===== config.mk =====
export PLATFORM = sky130hd
export DESIGN_NAME = fifo_stream_reader
export DESIGN_NICKNAME = d
export VERILOG_FILES = /design/src/rtl/fifo_stream_reader.sv
export SDC_FILE = /design/constraint.sdc
export NUM_CORES = 1
export LEC_CHECK = 0
export CAP_MARGIN = 10
export CORE_MARGIN = 3
export CORE_UTILIZATION = 51
export CTS_CLUSTER_DIAMETER = 150
export DETAILED_ROUTE_END_ITERATION = 16
export GPL_ROUTABILITY_DRIVEN = 0
export HOLD_SLACK_MARGIN = 0.05
export PLACE_DENSITY = 0.81
export SYNTH_ARGS = -nofsm -noshare
export SYNTH_HDL_FRONTEND = slang
export SYNTH_SLANG_ARGS = --single-unit

===== constraint.sdc =====
create_clock -name clock -period 2.7 [get_ports clock]
set_input_delay 0.54 -clock clock [delete_from_list [all_inputs] [get_ports clock]]
set_output_delay 0.54 -clock clock [all_outputs]
set_load 0.02 [all_outputs]

===== src/rtl/fifo_stream_reader.sv =====
// Drains a standard-mode sync FIFO into a framed valid/ready stream through a 2-entry credit-managed skid buffer.
// Optional stall/starve statistics are compiled in with FIFO_STREAM_READER_STATS_EN.
module fifo_stream_reader #(
  parameter int DATA_WIDTH = 8,
  parameter int PKT_LEN    = 16,
  parameter int CNT_WIDTH  = 16,
  localparam int BW        = $clog2(PKT_LEN) + 1
) (
  input  logic                  clock,
  input  logic                  reset,
  input  logic                  enable,
  input  logic                  fifo_empty,
  output logic                  fifo_rd_en,
  input  logic                  fifo_valid,
  input  logic [DATA_WIDTH-1:0] fifo_dout,
  output logic [DATA_WIDTH-1:0] m_tdata,
  output logic                  m_tvalid,
  input  logic                  m_tready,
  output logic                  m_tlast,
  output logic [BW-1:0]         beat_count,
  output logic [CNT_WIDTH-1:0]  pkt_count,
  output logic                  busy,
`ifdef FIFO_STREAM_READER_STATS_EN
  output logic [31:0]           stall_count,
  output logic [31:0]           starve_count,
`endif
  output logic [1:0]            dbg_state
);

  typedef enum logic [1:0] {
    STOPPED  = 2'd0,
    RUN      = 2'd1,
    STOPPING = 2'd2
  } state_t;

  state_t                state, state_nxt;
  logic [DATA_WIDTH-1:0] buf_mem [2];
  logic                  wr_ptr, rd_ptr;
  logic [1:0]            occ;
  logic [1:0]            occ_after;
  logic                  inflight;
  logic                  overflow;
  logic                  pop, push_ok;
  logic                  last_beat;
  logic                  credit_ok, finish_ok, drained_after;
  logic [BW:0]           level, remaining;

  // Handshake: a beat transfers on a rising edge where m_tvalid and m_tready are both high;
  // m_tvalid/m_tdata never change while a beat waits for m_tready.
  always_comb begin
    pop       = (occ != 2'd0) & m_tready;
    push_ok   = fifo_valid & ((occ != 2'd2) | pop);
    occ_after = occ + {1'b0, push_ok} - {1'b0, pop};
    last_beat = (beat_count == BW'(PKT_LEN - 1));
    m_tvalid  = (occ != 2'd0);
    m_tdata   = m_tvalid ? buf_mem[rd_ptr] : '0;
    m_tlast   = m_tvalid & last_beat;
    busy      = (state != STOPPED);
    dbg_state = state;
    level     = (BW+1)'(occ) + (BW+1)'(inflight);
    remaining = (BW+1)'(PKT_LEN) - (BW+1)'(beat_count);
    // Every issued read must find a slot: held + in flight, less what leaves now, stays below 2.
    credit_ok = ({1'b0, occ} + {2'b00, inflight}) < (3'd2 + {2'b00, pop});
    // While winding down, fetch only what the current packet still needs.
    finish_ok = level < remaining;
  end

  always_comb begin
    state_nxt  = state;
    fifo_rd_en = 1'b0;
    case (state)
      STOPPED: begin
        if (enable) state_nxt = RUN;
      end
      RUN: begin
        if (enable) begin
          fifo_rd_en = 1'b1;
        end else if (beat_count != '0) begin
          fifo_rd_en = finish_ok;
        end
      end
      STOPPING: begin
        fifo_rd_en = finish_ok;
      end
      default: state_nxt = STOPPED;
    endcase
    fifo_rd_en    = fifo_rd_en & credit_ok & ~fifo_empty & ~reset;
    drained_after = (occ_after == 2'd0) & ~fifo_rd_en;
    case (state)
      RUN: begin
        if (!enable) begin
          if (beat_count != '0) begin
            if (pop && last_beat) begin
              if (drained_after) state_nxt = STOPPED;
            end else begin
              state_nxt = STOPPING;
            end
          end else if (occ == 2'd0 && !inflight) begin
            state_nxt = STOPPED;
          end
        end
      end
      STOPPING: begin
        if (enable) begin
          state_nxt = RUN;
        end else if (pop && last_beat && drained_after) begin
          state_nxt = STOPPED;
        end
      end
      default: ;
    endcase
  end

  always_ff @(posedge clock) begin
    if (reset) begin
      state      <= STOPPED;
      occ        <= 2'd0;
      inflight   <= 1'b0;
      wr_ptr     <= 1'b0;
      rd_ptr     <= 1'b0;
      buf_mem[0] <= '0;
      buf_mem[1] <= '0;
      beat_count <= '0;
      pkt_count  <= '0;
      overflow   <= 1'b0;
    end else begin
      state    <= state_nxt;
      inflight <= fifo_rd_en;
      occ      <= occ_after;
      if (push_ok) begin
        buf_mem[wr_ptr] <= fifo_dout;
        wr_ptr          <= ~wr_ptr;
      end
      if (pop) rd_ptr <= ~rd_ptr;
      if (fifo_valid && !push_ok) overflow <= 1'b1;
      if (pop) begin
        if (last_beat) begin
          beat_count <= '0;
          pkt_count  <= pkt_count + 1'b1;
        end else begin
          beat_count <= beat_count + 1'b1;
        end
      end
    end
  end

`ifdef FIFO_STREAM_READER_STATS_EN
  always_ff @(posedge clock) begin
    if (reset) begin
      stall_count  <= '0;
      starve_count <= '0;
    end else begin
      if (m_tvalid && !m_tready && stall_count != 32'hFFFF_FFFF)
        stall_count <= stall_count + 32'd1;
      if (state == RUN && occ == 2'd0 && fifo_empty && starve_count != 32'hFFFF_FFFF)
        starve_count <= starve_count + 32'd1;
    end
  end
`endif

  // Sticky overflow can only set if the FIFO returns data that was never requested.
  no_overflow: assert property (@(posedge clock) disable iff (reset) !overflow);

endmodule


==> key figures, run 1 <==
Timing
  – Final setup viols: 0
  – FMAX: 378 MHz
  – Worst Tran Pin Value: 0.878 ns
  – Clk_skew: 0.0105 ns
  – Final Critical Period: 2.65 ns
  – Final Hold Fails: 0
  – Setup TNS: 0 ns
  – Tcrit/Tclk final: 0.981
  – RSZ-0062 raised after global routing: yes
  – Relative slew margins: 0.413
  – Slew Viols, Final: 0

Yosys
  – Syn Area/Cell: 9.74 µm²
  – Post-synth top cells: nor2_1, dfxtp_1, xor2_1
  – Post-synth ARST share: 0
  – Leading area contributor after synthesis: dfxtp_1
  – Post-Syn Nets: 263
  – Number of flops mapped to enable cells by yosys: 16
  – Most area-consuming cells after synthesis: dfxtp_1, edfxtp_1, ha_1
  – Ys flop type: dfxtp_1
  – Most frequent cell after synthesis: nor2_1
  – Post-synthesis sequential area ratio: 0.460
  – Cell count after synthesis: 237
  – Synth Cell Area: 2310 µm²
  – Post-synth cell types: 40
  – Post-synth top area share: 0.252
  – FF+latch count, synth: 45
  – Yosys warning count: 0

Floorplan
  – Die X: 73.3 µm
  – Core area: 4170 µm²
  – Starting Density: 0.553
  – Cell Rows: 23
  – I/O pin total: 49
  – Total die area: 5370 µm²
  – Die height: 73.3 µm

Routing
  – Post-detailed-routing wire length: 4960 µm
  – Final ANT Viol Nets: 0
  – Drt drc: 0
  – DR vias/cell: 5.32
  – Routed vias: 1867
  – Pre-antenna DRT Iters: 4
  – 1st-iter DRT viols: 100
  – Routed WL per cell: 14.1 µm

Power and ir drop
  – Sw frac: 0.312
  – Comb power frac: 0.285
  – Final Power: 1.67 mW
  – Leakage power: 1.22 nW
  – P_int: 1.15 mW
  – Power Dens Cells: 552 nW/µm²
  – Seq pwr share: 0.467
  – Switching power of the nets: 0.520 mW
  – Clock power share: 0.248
  – Maximum VDD drop: 398 µV

Clock tree
  – Clock tree buffer depth: 2
  – Total CTS buffers: 5
  – Clk_lat worst skew: 0.30 ns
  – TritonCTS clock tree: yes
  – Htree depth: 2
  – CTS Root Cell: clkbuf_8
  – Clock sink count: 45
  – Clock-pin slew on the worst setup and hold paths: 0.08 ns

Worst setup path
  – Startpoint types: flop
  – Worst setup path class: flop to output port
  – Required @ worst endpoint: 2.16 ns
  – Crit-path max FO: 2
  – Reg2Reg Depth: 11
  – CP max stage delay: 0.35 ns
  – Reg2reg setup slack: 0.43 ns
  – WP data arrival: 2.11 ns
  – Critical-path cell list: inv_1, ha_1, nor3b_1, ha_1, nand2b_1, a21oi_1, nor4_2, and3_1, buf_2
  – FF-to-FF End: dbg_state[1]
  – Crit path capture: fifo_rd_en
  – R2r startpoint: beat_count[1]
  – Worst path slowest cell: dfxtp_1
  – Critical Path Start: beat_count[1]
  – Crit-path most repeated cell: ha_1
  – CP endpoint kind: output port

Global route
  – Tot GR Track Use: 0.193
  – Vias in the first global route: 1786
  – GRT overflow: 0
  – Initial antenna violation count: 0
  – First-pass GRT wire length: 8010 µm
  – Largest net degree at the start of global routing: 33

Final layout
  – Filler cells: 348
  – Final #Nets: 326
  – Area of the multi-input gates: 1180 µm²
  – Area grow syn2layout: 31.1%
  – Layout cells sized above 1: 0.103
  – Antenna diode count: 0
  – FF/Latch Area: 1060 µm²

Min path
  – Hold Path Cell Cnt: 2
  – Worst hold path class: flop to flop

Placed design
  – Buffers on Ports: 48
  – Hpwl dp: 3650 µm

Run status
  – Outcome: completed

Flow run
  – Total of max-cap violations: 0
[layout make-up]
cell class	instances	share of cell area
flip-flops and latches	45	0.351
multi-input cells	174	0.390
repair buffers	64	0.197
clock buffers	6	0.0240
clock inverters	2	0.00496
well taps	50	0.0207
inverters	10	0.0124
[registers in the layout (all words and copies together), names as in the netlist, named ones only]
| name | flops |
|---|---|
| occ | 2 |
| pkt_count | 16 |
| inflight | 1 |
| buf_mem | 16 |
| wr_ptr | 1 |
| dbg_state | 2 |
| beat_count | 5 |
| rd_ptr | 1 |
[routing by layer]
layer | up-vias | wire [µm] | track usage
li1 | 942 | - | -
met1 | 862 | 2200 | 0.237
met2 | 57 | 2470 | 0.336
met3 | 6 | 258 | 0.0534
met4 | 0 | 32 | 0.0430
met5 | - | 0 | 0
[cell families after synthesis]
family / Yosys count / synth area share
multiplexers: 11 / 0.0477
flip-flops: 45 / 0.460
XOR/XNOR: 20 / 0.0759
AO/OA/AOI/OAI: 21 / 0.0613
adder cells (fa/ha/maj): 12 / 0.0651
buffers and inverters: 18 / 0.0320
AND/OR/NAND/NOR: 110 / 0.258
[worst min path at each step]
stage | startpoint | to | slack [ns]
after floorplan | rd_ptr | flop | 0.47
after global placement | rd_ptr | flop | 0.48
after detailed placement | beat_count[4] | beat_count[4] | 0.50
after CTS | beat_count[4] | beat_count[4] | 0.51
after global routing | beat_count[4] | beat_count[4] | 0.54
final | beat_count[4] | beat_count[4] | 0.51
[worst max-delay path, delay by kind of cell (launching register included)]
kind | cells | cell delay (ns)
and+or+nand+nor | 4 | 0.76
adders and majority gates | 2 | 0.40
DFF | 1 | 0.35
buffers and inverters | 2 | 0.24
AOI/OAI and AO/OA | 1 | 0.07
[timing repair]
action	in CTS	in global routing
pin swaps	2	0
resized for setup	4	2
gates cloned	0	0
hold buffers	0	0
endpoints found under the setup margin	1	11
setup buffers	1	0
[layout by cell type (no fill, tap or decap), types with 2 or more instances in the layout]
| master | instances |
|---|---|
| clkdlybuf4s50_1 | 47 |
| o21ai_0 | 4 |
| and3_1 | 3 |
| nand3_1 | 7 |
| nor2_1 | 37 |
| and2_1 | 16 |
| edfxtp_1 | 16 |
| mux2i_1 | 11 |
| xor2_1 | 17 |
| clkbuf_8 | 5 |
| inv_1 | 10 |
| nand4_1 | 5 |
| dfxtp_1 | 29 |
| nand2b_1 | 4 |
| xnor2_1 | 3 |
| a21oi_1 | 9 |
| nand2_1 | 12 |
| nor3b_1 | 2 |
| and4_1 | 4 |
| clkinvlp_4 | 2 |
| nor2b_1 | 5 |
| nor3_1 | 4 |
| ha_1 | 12 |
| buf_4 | 16 |
| nand3b_1 | 2 |
[metrics by stage]
stage | utilization | hold WS [ns] | instance area (µm²) | worst slack (ns) | std cells
after floorplan | - | 0.472 | 2310 | 0.296 | 237
after global placement | 0.701 | 0.484 | 2930 | -0.119 | 342
after detailed placement | 0.701 | 0.496 | 2930 | -0.163 | 342
after CTS | 0.723 | 0.509 | 3020 | 0.0152 | 351
after global routing | 0.725 | 0.536 | 3030 | -0.0962 | 351
final | 0.725 | 0.508 | 3030 | 0.0515 | 351
[power groups by stage]
stage	sequential, mW	clock, mW	combinational (mW)
floorplan	0.797	0	0.277
detailed placement	0.797	0	0.469
finish	0.780	0.415	0.475
global placement	0.793	0	0.455
CTS	0.781	0.420	0.474
global route	0.786	0.440	0.525
(Power assumes the default switching activity.)
==> inputs of run 2 (changes only) <==
--- a/config.mk
+++ b/config.mk
@@ -5,8 +5,8 @@
 export SDC_FILE = /design/constraint.sdc
 export NUM_CORES = 1
 export LEC_CHECK = 0
+export ABC_AREA = 1
 export CAP_MARGIN = 10
-export CORE_MARGIN = 3
 export CORE_UTILIZATION = 51
 export CTS_CLUSTER_DIAMETER = 150
 export DETAILED_ROUTE_END_ITERATION = 16
@@ -16,3 +16,4 @@
 export SYNTH_ARGS = -nofsm -noshare
 export SYNTH_HDL_FRONTEND = slang
 export SYNTH_SLANG_ARGS = --single-unit
+export TNS_END_PERCENT = 5
==> key figures, run 2 <==
Timing
  – FMAX: 398 MHz (+5.4%)
  – Final setup viols: 0 (unchanged)
  – Worst Tran Pin Value: 0.372 ns (-0.506 ns)
  – Final Hold Fails: 0 (unchanged)
  – Hold_ws: 0.473 ns (-0.0355 ns)
  – Final Critical Period: 2.51 ns (-0.137 ns)
  – Slew Viols, Final: 0 (unchanged)
  – Setup slack after layout: 0.188 ns (+0.137 ns)
  – Clk_skew: 0.00757 ns (-0.00296 ns)
  – Tcrit/Tclk final: 0.930 (-0.0506)
  – Relative slew margins: 0.751 (+0.338)

Routing
  – Pre-antenna DRT Iters: 4 (unchanged)
  – 1st-iter DRT viols: 183 (+83%)
  – Routed vias: 2195 (+18%)
  – Drt drc: 0 (unchanged)
  – DR vias/cell: 5.13 (-3.6%)
  – Routed WL per cell: 12.2 µm (-14%)
  – Post-detailed-routing wire length: 5220 µm (+5.4%)
  – Final ANT Viol Nets: 0 (unchanged)

Power and ir drop
  – Leakage power: 1.32 nW (+8.5%)
  – Maximum VDD drop: 326 µV (-18%)
  – Final Power: 2.02 mW (+21%)
  – Power Dens Cells: 651 nW/µm² (+18%)

Yosys
  – Most frequent cell after synthesis: nand2_1
  – Post-synthesis sequential area ratio: 0.447 (-0.0128)
  – FF+latch count, synth: 45 (unchanged)
  – Post-synth top cells: nand2_1, inv_1, nor2_1
  – Most area-consuming cells after synthesis: dfxtp_1, edfxtp_1, nand2_1
  – Post-Syn Nets: 340 (+29%)
  – Synth Cell Area: 2370 µm² (+2.9%)
  – Syn Area/Cell: 7.56 µm² (-22%)
  – Post-synth top area share: 0.245 (-0.00703)
  – Ys flop type: dfxtp_1
  – Number of flops mapped to enable cells by yosys: 16 (unchanged)
  – Post-synth ARST share: 0 (unchanged)
  – Post-synth cell types: 31 (-23%)
  – Leading area contributor after synthesis: dfxtp_1
  – Cell count after synthesis: 314 (+32%)
  – Yosys warning count: 0 (unchanged)

Clock tree
  – TritonCTS clock tree: yes
  – Clk_lat worst skew: 0.30 ns (about the same)
  – Clock-pin slew on the worst setup and hold paths: 0.09 ns (about the same)
  – CTS Root Cell: clkbuf_8
  – Total CTS buffers: 5 (unchanged)
  – CTS Hold Bufs: 0 (unchanged)
  – Clock sink count: 45 (unchanged)
  – # Post-CTS Setup Buffers: 0 (-1)
  – Clock tree buffer depth: 2 (unchanged)
  – Htree depth: 2 (unchanged)

Final layout
  – Layout cells sized above 1: 0.0904 (-0.0126)
  – Most common cell after layout, fill and taps aside: nand2_1
  – Layout Cells excl Fill: 428 (+22%)
  – Area grow syn2layout: 30.4%
  – Final Cell Area: 3090 µm² (+2.3%)
  – Final #Nets: 401 (+23%)
  – Most frequent cells in the layout: nand2_1, inv_1, clkdlybuf4s50_1
  – Antenna diode count: 0 (unchanged)
  – Largest registers: buf_mem x16, pkt_count x16, beat_count x5

Global route
  – Initial antenna violation count: 0 (unchanged)
  – GR Util met3: 0.0476 (-0.00573)
  – Tot GR Track Use: 0.226 (+0.0332)
  – GRT overflow: 0 (unchanged)
  – Largest net degree at the start of global routing: 17 (-48%)
  – Met1 Track Usage GR: 0.283 (+0.0457)
  – M2 GR Usage: 0.384 (+0.0485)
  – First-pass GRT wire length: 8870 µm (+11%)
  – Vias in the first global route: 1990 (+11%)
  – Most Used Layer, Global Route: met2

Floorplan
  – Die height: 70.2 µm (-4.1%)
  – Cell Rows: 24 (+4.3%)
  – Starting Density: 0.538 (-0.0152)
  – I/O pin total: 49 (unchanged)
  – Core area: 4410 µm² (+5.8%)
  – Die X: 70.2 µm (-4.1%)
  – Total die area: 4930 µm² (-8.1%)

Worst setup path
  – Startpoint types: input pin
  – Crit-path most repeated cell: nand2_1
  – WP data arrival: 2.75 ns (+0.64 ns)
  – CP endpoint kind: flop
  – CP max stage delay: 0.45 ns (+0.10 ns)
  – Crit-path max FO: 10 (+8)
  – Worst setup path class: input pin to flop
  – Worst path slowest cell: clkdlybuf4s50_1
  – Required @ worst endpoint: 2.94 ns (+0.78 ns)
  – Critical-path cell list: clkdlybuf4s50_1, inv_1, nor2_1, buf_4, inv_1, nand2_1, nand2_1, ha_1, xnor2_1, xor2_1, nor2_1, nand2_1, nand2_1, nand2_1, nand2_1, nand2_1, nand2_1, a21oi_1

Flow run
  – Total of max-cap violations: 0 (unchanged)

Placed design
  – Hpwl dp: 3820 µm (+4.9%)
  – Post-placement cell count: 420 (+23%)
  – Buffers on Ports: 48 (unchanged)
  – DP Worst Slack: -0.0184 ns (+0.145 ns)
  – Placed cell areas: 2990 µm² (+2.1%)

Run status
  – Outcome: completed

Min path
  – Worst hold path class: flop to flop
-- run 2: cell count changes in the layout (fill, tap and decap cells not counted), sizes merged, moves of 4 or more --
cell | before | now
nand2 | 12 | 72
inv | 10 | 52
a21oi | 9 | 26
and2 | 16 | 0
xor2 | 17 | 4
mux2i | 11 | 0
nand3 | 7 | 16
nor2 | 39 | 46
nor2b | 5 | 0
nor3 | 4 | 9
o21ai | 5 | 10
and4 | 4 | 0
nand2b | 4 | 0
-- run 2: cell type report --
class | count | area, µm²
Multi-Input combinational cell | 211 | 1100
Inverter | 51 | 191
Clock inverter | 3 | 25.0
Fill cell | 370 | 1320
Clock buffer | 5 | 68.8
Sequential cell | 45 | 1060
Tap cell | 52 | 65.1
Timing Repair Buffer | 61 | 578
-- run 2: worst paths after layout --
| kind | endpoint | from | slack, ns | cells past startpoint |
|---|---|---|---|---|
| worst max register to register | dbg_state[1] | occ[1] | 0.33 | 18 |
| worst min-delay path | rd_ptr | rd_ptr | 0.47 | 1 |
| worst max-delay path | dbg_state[1] | m_tready | 0.19 | 18 |
| worst min register to register | rd_ptr | rd_ptr | 0.47 | 1 |
-- run 2: cells by family after synthesis --
logic type | count (synthesis) | synth area share
AOI/OAI and AO/OA | 42 | 0.0949
xor gates and xnor gates | 6 | 0.0221
adders and majority gates | 12 | 0.0633
buffers and inverters | 58 | 0.0928
DFF | 45 | 0.447
and+or+nand+nor | 151 | 0.280
-- run 2: power breakdown --
| group | internal (mW) | total [mW] | switching, mW |
|---|---|---|---|
| clock network | 0.189 | 0.435 | 0.247 |
| logic | 0.330 | 0.778 | 0.448 |
| registers | 0.763 | 0.802 | 0.0396 |
| total | 1.28 | 2.02 | 0.734 |
-- run 2: timing repair --
item                       CTS  global route
gates resized for setup      3             4
setup endpoints to repair    1             2
cloned                       0             0
-- run 2: routing by layer --
metal  wire, µm  part of all wire  vias up
li1           -                 -     1125
met4         80             0.015        0
met3        269             0.052        8
met5          0                 0        -
met1       2380              0.46     1000
met2       2490              0.48       62
-- run 2: metrics by stage --
step	util	setup TNS (ns)
floorplan	-	0
global placement	0.677	0
detailed placement	0.677	-0.0329
CTS	0.698	0
global route	0.701	-0.0498
finish	0.701	0
-- run 2: worst max-delay path: cells and delay by family --
| family | cells | cell delay (ns) |
|---|---|---|
| xor gates and xnor gates | 2 | 0.40 |
| and+or+nand+nor | 10 | 0.73 |
| adders and majority gates | 1 | 0.19 |
| AOI/OAI and AO/OA | 1 | 0.12 |
| buffers and inverters | 4 | 0.76 |
